[config.mk]
export PLATFORM = sky130hd
export DESIGN_NAME = cache_controller
export DESIGN_NICKNAME = d
export VERILOG_FILES = /design/src/rtl/cache_controller.sv
export SDC_FILE = /design/constraint.sdc
export NUM_CORES = 1
export LEC_CHECK = 0
export BUFFER_PORTS_ARGS = -buffer_cell sky130_fd_sc_hd__buf_2
export CORE_AREA = 8 8 119 121
export CTS_CLUSTER_SIZE = 16
export DETAILED_ROUTE_END_ITERATION = 10
export DIE_AREA = 0 0 127 129
export PLACE_DENSITY = 0.82
export SYNTH_ARGS = -nofsm -noshare
export SYNTH_HDL_FRONTEND = slang
export SYNTH_SLANG_ARGS = --single-unit
[constraint.sdc]
create_clock -name clk -period 3.7 [get_ports clk]
set_input_delay 0.37 -clock clk [delete_from_list [all_inputs] [get_ports clk]]
set_output_delay 0.37 -clock clk [all_outputs]
set_load 0.02 [all_outputs]
[src/rtl/cache_controller.sv]
// Data-cache controller: zero-wait read hits, two-word line refill on a read miss,
// write-through / no-write-allocate stores. Optional CACHE_STATS_EN adds hit/miss counters.
module cache_controller #(
   parameter int unsigned BASE_ADDR = 1024
) (
   input  logic        clk,
   input  logic        rst,
   input  logic [31:0] address,
   input  logic [31:0] wdata,
   input  logic        MEM_R_EN,
   input  logic        MEM_W_EN,
   output logic [31:0] rdata,
   output logic        ready,
   output logic [18:0] cache_address,
   output logic [31:0] cache_wdata,
   output logic        cache_w_en,
   output logic        invalidate,
   output logic        change_LRU,
   input  logic        hit,
   input  logic [31:0] cache_rdata,
   output logic [31:0] sram_address,
   output logic [31:0] sram_wdata,
   output logic        sram_r_en,
   output logic        sram_w_en,
   input  logic [63:0] sram_rdata,
   input  logic        sram_ready
`ifdef CACHE_STATS_EN
   ,
   output logic [31:0] hit_count,
   output logic [31:0] miss_count
`endif
);

   localparam logic [18:0] BASE_LO = 19'(BASE_ADDR);

   typedef enum logic [2:0] {
      IDLE       = 3'd0,
      READ_WAIT  = 3'd1,
      FILL_LO    = 3'd2,
      FILL_HI    = 3'd3,
      DONE_R     = 3'd4,
      WRITE_WAIT = 3'd5
   } state_t;

   state_t      state;
   state_t      state_nxt;
   logic [63:0] line_buf;
   logic        store_req;
   logic        load_req;
   logic [18:0] offset;

   // Only the low 19 bits of (address - BASE_ADDR) reach the cache, so subtract narrow.
   assign offset    = address[18:0] - BASE_LO;
   assign store_req = MEM_W_EN;
   assign load_req  = MEM_R_EN & ~MEM_W_EN;

   always_ff @(posedge clk) begin
      if (rst) state <= IDLE;
      else     state <= state_nxt;
   end

   // Line buffer captures the SRAM line when the read completes.
   always_ff @(posedge clk) begin
      if (rst)                                 line_buf <= '0;
      else if (state == READ_WAIT && sram_ready) line_buf <= sram_rdata;
   end

   always_comb begin
      state_nxt = state;
      case (state)
         IDLE: begin
            if (store_req)             state_nxt = WRITE_WAIT;
            else if (load_req && !hit) state_nxt = READ_WAIT;
         end
         READ_WAIT:  if (sram_ready) state_nxt = FILL_LO;
         FILL_LO:    state_nxt = FILL_HI;
         FILL_HI:    state_nxt = DONE_R;
         DONE_R:     state_nxt = IDLE;
         WRITE_WAIT: if (sram_ready) state_nxt = IDLE;
         default:    state_nxt = IDLE;
      endcase
   end

   always_comb begin
      ready         = 1'b0;
      rdata         = '0;
      cache_address = offset;
      cache_wdata   = '0;
      cache_w_en    = 1'b0;
      invalidate    = 1'b0;
      change_LRU    = 1'b0;
      sram_address  = {address[31:3], 3'b000};
      sram_wdata    = wdata;
      sram_r_en     = 1'b0;
      sram_w_en     = 1'b0;
      case (state)
         IDLE: begin
            if (store_req) begin
               invalidate   = hit;
               sram_w_en    = 1'b1;
               sram_address = address;
            end else if (load_req) begin
               if (hit) begin
                  ready = 1'b1;
                  rdata = cache_rdata;
               end else begin
                  sram_r_en = 1'b1;
               end
            end else begin
               ready = 1'b1;
            end
         end
         READ_WAIT: sram_r_en = 1'b1;
         FILL_LO: begin
            cache_w_en    = 1'b1;
            cache_address = {offset[18:3], 1'b0, offset[1:0]};
            cache_wdata   = line_buf[31:0];
         end
         FILL_HI: begin
            cache_w_en    = 1'b1;
            cache_address = {offset[18:3], 1'b1, offset[1:0]};
            cache_wdata   = line_buf[63:32];
            change_LRU    = 1'b1;
         end
         DONE_R: begin
            ready = 1'b1;
            rdata = address[2] ? line_buf[63:32] : line_buf[31:0];
         end
         WRITE_WAIT: begin
            sram_w_en    = 1'b1;
            sram_address = address;
            ready        = sram_ready;
         end
         default: ;
      endcase
   end

`ifdef CACHE_STATS_EN
   // Saturating hit / miss counters, sampled only in IDLE.
   always_ff @(posedge clk) begin
      if (rst) begin
         hit_count  <= '0;
         miss_count <= '0;
      end else if (state == IDLE && load_req) begin
         if (hit && hit_count != '1)    hit_count  <= hit_count + 32'd1;
         if (!hit && miss_count != '1)  miss_count <= miss_count + 32'd1;
      end
   end
`endif

endmodule

; ---- After elaboration in Yosys (flattened, before gate mapping)
; Index checks and enable logic that the tools add are counted.
[totals]
ff_bits = 67
in_bits = 166
output_inout_bits = 153
elab_cells = 47
[classes]
addsub = 1
n_eq_ne = 8
mux = 28
bitwise = 2
reduce_logical = 6
[ops]
columns = operator, n
row1 = 32-bit 2-to-1 mux, 4
row2 = 32-bit one-hot mux with 2 select lines, 2
row3 = "19-bit by 11-bit subtractor with 19-bit output, second input constant", 1
row4 = 3-bit 2-to-1 mux, 5
row5 = 3-bit one-hot mux with 5 select lines, 1
row6 = 3-bit one-hot mux with 2 select lines, 2
row7 = 1-bit 2-to-1 mux, 11
row8 = "3-bit by 2-bit equality test with 1-bit output, second input constant", 2
row9 = "3-bit equality test, second input constant", 2
row10 = "2-bit inequality test, second input constant", 2
row11 = 1-bit one-hot mux with 2 select lines, 2
row12 = "3-bit by 1-bit equality test with 1-bit output, second input constant", 1
row13 = 3-bit logical NOT, 1
row14 = "3-bit inequality test, second input constant", 1
row15 = 1-bit one-hot mux with 3 select lines, 1
row16 = 3-bit AND reduction, 1
row17 = 1-bit logical AND, 2
row18 = 2-bit OR reduction, 1
row19 = 1-bit AND, 1
row20 = 1-bit logical NOT, 1
row21 = 1-bit inverter, 1

; ---- Depth between registers and ports, before layout
[logic_depth]
word_depth = 6
depth_mapped = 6
ltp_nobuf = 5

; ---- Worst setup path before layout
; No wires, ideal clock.
[synth_path]
path_type = input -> output
startpoint = input port address[14]
endpoint = output port cache_address[18]
arrival_ns = 1.471
t_required_ns = 3.330
setup_slack_ns = 1.859
stages = 3
n_path_buf = 0
cell_sequence = or4_4 nor4_4 xor2_1
[synth_between]
elab_chain_len = 1
[synth_lines]
columns = item, line_no
row1 = from (decl), 8  ; input logic [31:0] address,
row2 = 19-bit by 11-bit subtractor with 19-bit output, 53  ; assign offset = address[18:0] - BASE_LO;
row3 = to (decl), 14  ; output logic [18:0] cache_address,
; No other way between the ends.

; ---- Worst setup path in the final report
[layout_path]
startpoint = register state[2]
endpoint = output port sram_address[1]
[layout_between]
elab_chain_len = 2
elab_cells_between_ends = 3
classes_between = 1 x eq/ne / 1 x mux / 1 x reduce/logical
[layout_lines]
columns = item, line_no
row1 = from (decl), 45  ; state_t state;
row2 = from (signal assigned), 59  ; else state <= state_nxt;
row3 = 3-bit equality test or 3-bit logical NOT (tied branches), 96  ; case (state)
row4 = 3-bit one-hot mux with 2 select lines *, 96
row5 = to (decl), 21  ; output logic [31:0] sram_address,
; Mark *: on every way between the ends. The rest lies on a longest branch, timed or not.

==> impl_metrics.tcl <==
set metrics [dict create \
    synthMuxAreaShare_pct 15.16 \
    synth_fa_ha_area_share_pct 0.2786 \
    io_pins 319 \
    synth_simple_gate_area_share_pct 21.54 \
    fillers 1264 \
    cts_tree "done" \
    grt_pass1_wl_mm 23.23 \
    end_kind "output port" \
    cp_max_fo 20 \
    syn_area_mm2 0.004491 \
    ys_ff_latch 67 \
    max_cap_violations 0 \
    async_flop_share_pct 0 \
    grt_pass1_vias 4396 \
    syn_inst 587 \
    finalHoldViolCount 0 \
    cts_root_buf "clkbuf_16" \
    synth_fp_nets 754 \
    setup_violations 0 \
    insertion_delay_ns 0.33 \
    cp-startpoint "state[2]" \
    arrival_ns 2.18 \
    clock_path_buffers 2 \
    worstPathRequired_ns 3.33 \
    antenna_found_initial 1 \
    synth_edf_count 0 \
    yosys_warnings 0 \
    antenna_left 0 \
    floorplan.rows 41 \
    setup_ws_ns 1.151 \
    die-area_mm2 0.01638 \
    portBuffers 207 \
    synth_flop_cell "dfxtp_1" \
    multi_input_area_mm2 0.002385 \
    cts_sinks 67 \
    max_slew_margin_pct 45.32 \
    cts_setup_buffers 0 \
    die_h_um 129 \
    max-vdd-ir-drop_mv 0.2551 \
    final_nets 864 \
    start_util_pct 36.47 \
    drive_above_1_share_pct 38.18 \
    slew_violations 0 \
    ff2ff_path_depth 4 \
    ys_types 37 \
    routed_via_density 5.124 \
    regArea_mm2 0.001343 \
    tightest_slew_ns 0.8201 \
    fin_cells 853 \
    power.leakage_uw 0.002399 \
    finalWirelength_mm 15.40 \
    cts_made_buffers 9 \
    synth-xor-area-share_pct 1.365 \
    synth.yosys.seq_area_share_pct 29.87 \
    cts_hold_buf 0 \
    cts.clk_slew.worst_paths_ns 0.06 \
    rrSetupSlack_ns 1.42 \
    area_delta_synth_final_pct 19.59 \
    rsz0062_at_grt "false" \
    post_cts_resized 0 \
    wl_per_cell_um 18.06 \
    fmax_ghz 0.3923 \
    status "completed" \
    reg2reg_to "line_buf[56]" \
    drt-initial-drc-count 205 \
    h-tree-depth 3 \
    grt_max_degree 45 \
    hp-class "in -> reg" \
    dp.cells 836 \
    finalCriticalPeriod_ns 2.549 \
    num_vias 4371 \
    r2r-start "state[0]" \
    grt-ovfl-total 0 \
    gp_congestion 0.9321 \
    powerDensity_mw_per_mm2 413.6 \
    worstSetupEndpoint "sram_address[1]" \
    grtUsageTotal_pct 18.24 \
    dr.pass1.iters 5 \
    dp_slack_ns 1.417 \
    critPathKind "reg -> out" \
    finalSetupTns_ns 0 \
    synth_top_family_by_area "simple AND/OR/NAND/NOR gates" \
    avgSynthCellArea_um2 7.650 \
    drc 0 \
    skew_ns 0.004405 \
    die_width_um 127 \
    min_period_over_period_pct 68.90 \
    crit_path_start_kind "flip-flop" \
    core_area_mm2 0.01231 \
    synth_compound_area_share_pct 14.21 \
    dp_hpwl_mm 11.61 \
]
metrics by stage:
stage	power [µW]	area, µm²	hold WS, ns	util (%)
6_report	2221	5370	0.2763	43.62
5_1_grt	2329	5370	0.2734	43.62
4_1_cts	2252	5368	0.2642	43.60
3_5_place_dp	1355	5054	0.4603	41.05
3_3_place_gp	1349	5054	0.4536	41.05
2_1_floorplan	1261	4491	0.4455	-
sequential cells by signal (all words and copies together) (netlist names):
register and flops:
line_buf 64, state 3
how the worst min path moves through the flow:
stage / start / end / cells past startpoint
after floorplan: line_buf[32] / line_buf[32] / 2
after global routing: sram_rdata[10] / line_buf[10] / 3
after global placement: line_buf[34] / line_buf[34] / 2
final: sram_rdata[9] / line_buf[9] / 3
after detailed placement: line_buf[4] / line_buf[4] / 2
after CTS: sram_rdata[10] / line_buf[10] / 3
placed cells by master, fill, tap and decap left out, types with 2 or more instances in the layout:
| master | instances |
|---|---|
| a21oi_1 | 66 |
| a32oi_1 | 22 |
| and2_1 | 4 |
| buf_2 | 207 |
| buf_4 | 8 |
| clkbuf_16 | 9 |
| clkbuf_8 | 3 |
| clkinv_2 | 2 |
| dfxtp_1 | 66 |
| inv_1 | 6 |
| mux2_2 | 24 |
| mux2i_1 | 41 |
| nand2_1 | 135 |
| nand2b_1 | 3 |
| nand3_1 | 2 |
| nor2_1 | 61 |
| nor3_1 | 2 |
| nor3b_4 | 2 |
| nor4_4 | 2 |
| o2bb2ai_1 | 9 |
| or2_2 | 2 |
| xor2_1 | 6 |
worst max-delay path, stage by stage (launching register included):
cell,delay (ns)
dfxtp_1,0.46
buf_4,0.30
or3b_1,0.41
a21oi_2,0.30
and2_1,0.21
buf_2,0.17
Yosys cell counts (2+ instances only):
cell | n | area, µm²
buf_4 | 78 | 585.6
nand2_1 | 135 | 506.7
buf_2 | 28 | 140.1
xor2_1 | 6 | 52.55
clkbuf_1 | 9 | 33.78
mux2i_1 | 41 | 410.4
nand3_1 | 2 | 10.01
mux2_2 | 24 | 270.3
a32oi_1 | 22 | 192.7
and2_1 | 4 | 25.02
nor4_4 | 2 | 42.54
buf_1 | 2 | 7.510
or2_2 | 2 | 12.51
inv_1 | 6 | 22.52
nor2_1 | 61 | 229.0
o2bb2ai_1 | 9 | 78.83
dfxtp_1 | 67 | 1341
a21oi_1 | 66 | 330.3
nand2b_1 | 4 | 25.02
nor3_1 | 2 | 10.01
power breakdown:
part / internal, µW / total, µW / switching (µW)
Combinational: 199 / 507 / 308
Clock: 574 / 890 / 315
Sequential: 766 / 825 / 58.5
Total: 1540 / 2220 / 682
area by class of cell:
type	instances	area share, %
multi-input combinational	397	44.41
sequential	67	25.00
timing repair buffer	216	20.78
clock buffer	12	4.963
tap	150	3.495
clock inverter	4	0.8854
inverter	6	0.4194
antenna	1	0.04660
per-layer routing:
| metal | wire length, µm | GRT usage (%) |
|---|---|---|
| met1 | 5994 | 19.57 |
| met2 | 7401 | 31.45 |
| met3 | 1629 | 6.951 |
| met4 | 378 | 8.118 |
| met5 | 0 | 0 |
cells by family (layout without fill, tap and decap cells):
| group | count (synthesis) | count (layout) |
|---|---|---|
| AND/OR/NAND/NOR | 222 | 222 |
| buffers and inverters | 123 | 238 |
| AO/OA/AOI/OAI | 102 | 102 |
| flip-flops | 67 | 67 |
| multiplexers | 65 | 65 |
| XOR/XNOR | 7 | 7 |
| adder cells (fa/ha/maj) | 1 | 1 |
| other | 0 | 1 |
Note: power is estimated with default switching activity, not from simulation.
